[config.mk]
export PLATFORM = sky130hd
export DESIGN_NAME = modulo_seq
export DESIGN_NICKNAME = d
export VERILOG_FILES = /design/src/rtl/modulo_seq.sv
export SDC_FILE = /design/constraint.sdc
export NUM_CORES = 1
export LEC_CHECK = 0
export ABC_AREA = 1
export ABC_CLOCK_PERIOD_IN_PS = 1670
export BUFFER_PORTS_ARGS = -buffer_cell sky130_fd_sc_hd__buf_2
export CAP_MARGIN = 20
export CORE_MARGIN = 1
export CORE_UTILIZATION = 54
export CTS_BUF_LIST = sky130_fd_sc_hd__clkbuf_2
export CTS_CLUSTER_DIAMETER = 200
export DETAILED_ROUTE_END_ITERATION = 8
export MAX_ROUTING_LAYER = met4
export PLACE_DENSITY = 0.79
export SYNTH_ARGS = -nofsm -noshare
export SYNTH_HDL_FRONTEND = slang
export SYNTH_SLANG_ARGS = --single-unit
[constraint.sdc]
create_clock -name clk -period 1.67 [get_ports clk]
set_clock_uncertainty 0.05 [all_clocks]
set_input_delay 0.167 -clock clk [delete_from_list [all_inputs] [get_ports clk]]
set_output_delay 0.167 -clock clk [all_outputs]
set_load 0.01 [all_outputs]
[src/rtl/modulo_seq.sv]
// Fixed-latency 16-bit unsigned divider producing remainder and quotient.
// Restoring division, one quotient bit per clock; divide-by-zero short-circuits.
//
// state | meaning
// IDLE  | waiting for modulo_start_i; operands are latched on the accepting edge
// CALC  | one restoring step per edge, 16 steps (one edge when divisor is zero)
// DONE  | results visible, modulo_ready_o high for this single cycle
module modulo_seq (
  input  logic        clk,
  input  logic        rst,
  input  logic        modulo_start_i,
  input  logic [15:0] op_a_i,
  input  logic [15:0] op_b_i,
  output logic        modulo_ready_o,
  output logic [15:0] res_o,
  output logic [15:0] quot_o,
  output logic        busy_o,
  output logic        div_zero_o
);

  typedef enum logic [1:0] {IDLE, CALC, DONE} state_t;

  state_t      state, state_nxt;
  logic [4:0]  cnt;
  logic [15:0] rem;
  logic [15:0] dvd;
  logic [15:0] dvs;

  logic [16:0] shifted;
  logic        fits;
  logic [15:0] rem_step;
  logic [15:0] dvd_step;

  // When the divisor fits, the true difference is below 2^16, so 16-bit
  // wrap-around subtraction is exact; bit 16 only matters for the compare.
  always_comb begin
    shifted  = {rem, dvd[15]};
    fits     = (shifted >= {1'b0, dvs});
    rem_step = fits ? (shifted[15:0] - dvs) : shifted[15:0];
    dvd_step = {dvd[14:0], fits};
  end

  always_comb begin
    state_nxt = state;
    case (state)
      IDLE: if (modulo_start_i) state_nxt = CALC;
      CALC: if (dvs == 16'd0 || cnt == 5'd15) state_nxt = DONE;
      DONE: state_nxt = IDLE;
      default: state_nxt = IDLE;
    endcase
  end

  always_ff @(posedge clk) begin
    if (rst) begin
      state      <= IDLE;
      cnt        <= 5'd0;
      rem        <= 16'd0;
      dvd        <= 16'd0;
      dvs        <= 16'd0;
      res_o      <= 16'd0;
      quot_o     <= 16'd0;
      div_zero_o <= 1'b0;
    end else begin
      state <= state_nxt;
      case (state)
        IDLE: begin
          if (modulo_start_i) begin
            dvd <= op_a_i;
            dvs <= op_b_i;
            rem <= 16'd0;
            cnt <= 5'd0;
          end
        end
        CALC: begin
          if (dvs == 16'd0) begin
            res_o      <= dvd;
            quot_o     <= 16'hFFFF;
            div_zero_o <= 1'b1;
          end else begin
            rem <= rem_step;
            dvd <= dvd_step;
            cnt <= cnt + 5'd1;
            // results publish only on the final step so partial values stay hidden
            if (cnt == 5'd15) begin
              res_o      <= rem_step;
              quot_o     <= dvd_step;
              div_zero_o <= 1'b0;
            end
          end
        end
        default: ;
      endcase
    end
  end

  assign modulo_ready_o = (state == DONE);
  assign busy_o         = (state != IDLE);

endmodule

==> metrics.txt <==
status=complete, but fails checks; failing checks=negative hold slack, negative setup slack; worst vdd ir=0.979 mV; fin worst setup slack=-0.680 ns; diode count=0; post-synthesis sequential area ratio=36.6%; Pleak=3.46 nW; Post-Syn Nets=763; ranking of synthesized cells by area=dfxtp_1 (37%), nand2_1 (13%), a21oi_1 (7.8%); Via Count=6,832; die width=96.4 µm; critical-path maximum fanout=4; mapped cell area=0.00481 mm²; placed instance area=0.00618 mm²; Core ar.=0.00868 mm²; maxcap violations=0; GR Overflow Total=0; Residual DRC=0; layout overhead on the synthesized area=58.5%; Synth Warn #=0; Post-DRT Antenna Nets=0; Cell variety after synth=35; vias in the first global route=5,468; ys async rst share=0%; max_slew headroom=71.7%; number of synthesized register bits=88; fin crit share=141%; synthesized instance count=709; 1st-iter DRT viols=1,130; most frequent cells in the layout=nand2_1 (119), buf_4 (100), buf_2 (69), dfxtp_1 (63), inv_1 (58); Total Routing Usage GR=36.6%; H-tree depth=3; Worst Tran Pin Value=0.424 ns; Pwr Density=1460 mW/mm²; row count=34; Hold Crit Class=in -> reg; Synth top area share=36.6%; Initial Utilization=55.5%; later-pin clock latency in the skew report=0.59 ns; number of synthesized flops with an enable pin=0; initial antenna violation count=0; final count of negative-setup-slack endpoints=72; Synth Flop Type=dfxtp_1; fin area=0.00763 mm²; critical path launch point type=flip-flop; CP most frequent cell=nand2_1; largest net degree at the start of global routing=31; first-pass GRT wire length=25.3 mm; clock buffer depth=2; achievable frequency=425 MHz; share of cells above drive strength 1=46.4%; critical path class=reg -> reg; routability cong.=0.982; syn_area_per_cell=6.79 µm²; final-report hold violation count=1; critical path's slowest cell=dfxtp_2; arrival time worst endpoint=2.83 ns; Num CTS Buffers=9; die area=0.00930 mm²; CTS root buffer=clkbuf_2; Final nets=973; drt via density=6.62; Crit path largest cell delay=0.43 ns; final wirelength=23.6 mm; hpwl dp=10.8 mm; WP data required=2.15 ns; Ports=70; clock net sink count=88; max-slew violations=0; clock-pin slew on the worst setup and hold paths=0.33 ns; CTS tree=built; Buffers on Ports=69; final hold slack=-0.00606 ns; Pre-antenna DRT Iters=8; commonest non-fill, non-tap cell in the layout=nand2_1; crit-path cells=ha_4 -> nand2_1 -> buf_4 -> inv_1 -> nand2_1 -> nand2_1 -> inv_1 -> nand2_1 -> xor2_1 -> nand2_2 -> nand2_2 -> nand2_1 -> a21oi_1; die extent in y=96.4 µm; Final min period=2.35 ns; largest area contributor in the netlist=dfxtp_1; RSZ-0062 raised after global routing=true; overall power=11.1 mW; critical path endpoint category=flip-flop; FILL cells=363; Routed WL per cell=22.9 µm
[worst paths after layout]
check	start	endpoint	slack [ns]	cells past startpoint
max reg2reg	rem[5]	res_o[8]	-0.68	13
max	rem[5]	res_o[8]	-0.68	13
min reg2reg	div_zero_o	div_zero_o	0.44	2
min	op_b_i[14]	dvs[14]	-0.006	4
[power breakdown]
part | internal [mW] | switching, mW
sequential | 2.32 | 0.228
clock | 0.225 | 0.887
combinational | 3.07 | 4.39
total | 5.61 | 5.50
[logic make-up (layout without fill, tap and decap cells)]
kind of cell    count (synthesis)  after routing  synth area share [%]
buf+inv                       118            332                  10.1
fa+ha+maj                      19             19                  5.09
compound gates                160            160                  17.1
xor+xnor                        7              7                  1.27
simple gates                  317            318                  29.9
flops                          88             88                  36.6
[metrics by stage]
| stage | instances | TNS, ns | utilization (%) | setup slack [ns] |
|---|---|---|---|---|
| 5_1_grt | 1032 | -30.82 | 87.9 | -0.634 |
| 3_5_place_dp | 952 | -12.89 | 71.2 | -0.317 |
| 4_1_cts | 1010 | -10.77 | 79.9 | -0.268 |
| 3_3_place_gp | 952 | -9.40 | 71.2 | -0.259 |
| 6_report | 1032 | -29.46 | 87.9 | -0.680 |
| 2_1_floorplan | 709 | -0.756 | - | -0.0530 |
[synthesized netlist by cell type, drive strengths merged, types with 3 or more instances]
master / n
nand2: 172
dfxtp: 88
inv: 85
a21oi: 76
nand3: 72
o21ai: 72
nor2: 43
clkbuf: 18
ha: 18
buf: 14
nand3b: 11
a31oi: 10
nand4: 7
nor3: 6
and2: 4
xnor2: 4
xor2: 3
[layout make-up]
| type | instances | area (µm²) | area share, % |
|---|---|---|---|
| sequential | 88 | 1800 | 23.6 |
| inverter | 86 | 339 | 4.44 |
| multi-input combinational | 504 | 3370 | 44.2 |
| tap | 108 | 135 | 1.77 |
| clock inverter | 6 | 52.6 | 0.689 |
| timing repair buffer | 230 | 1880 | 24.7 |
| clock buffer | 10 | 50.0 | 0.656 |
[metal layers]
| layer | share of wire (%) | GRT usage (%) | vias up |
|---|---|---|---|
| li1 | - | - | 2756 |
| met1 | 34 | 44.4 | 3091 |
| met5 | 0 | - | - |
| met2 | 43 | 58.9 | 688 |
| met4 | 9.6 | 15.8 | 0 |
| met3 | 13 | 7.90 | 297 |
[registers in the layout (all words and copies together), names as in the netlist]
| signal | flops |
|---|---|
| div_zero_o | 1 |
| dvd | 16 |
| state | 2 |
| dvs | 16 |
| quot_o | 16 |
| res_o | 16 |
| rem | 16 |
| cnt | 5 |
[critical path, delay by kind of cell (launching register included)]
kind            cells  cell delay [ns]
fa+ha+maj           1             0.30
buf+inv             3             0.30
xor+xnor            1             0.29
simple gates        7             0.75
flops               1             0.43
compound gates      1             0.16
[repair_timing]
item / 4_1_cts / 5_1_grt
hold buffers: 31 / 0
setup endpoints to repair: 71 / 76
gates cloned: 4 / 5
pin swaps: 22 / 41
hold endpoints to repair: 30 / 0
buffers inserted: 7 / 18
resized for setup: 79 / 146
Power figures use the tool's default switching activity.
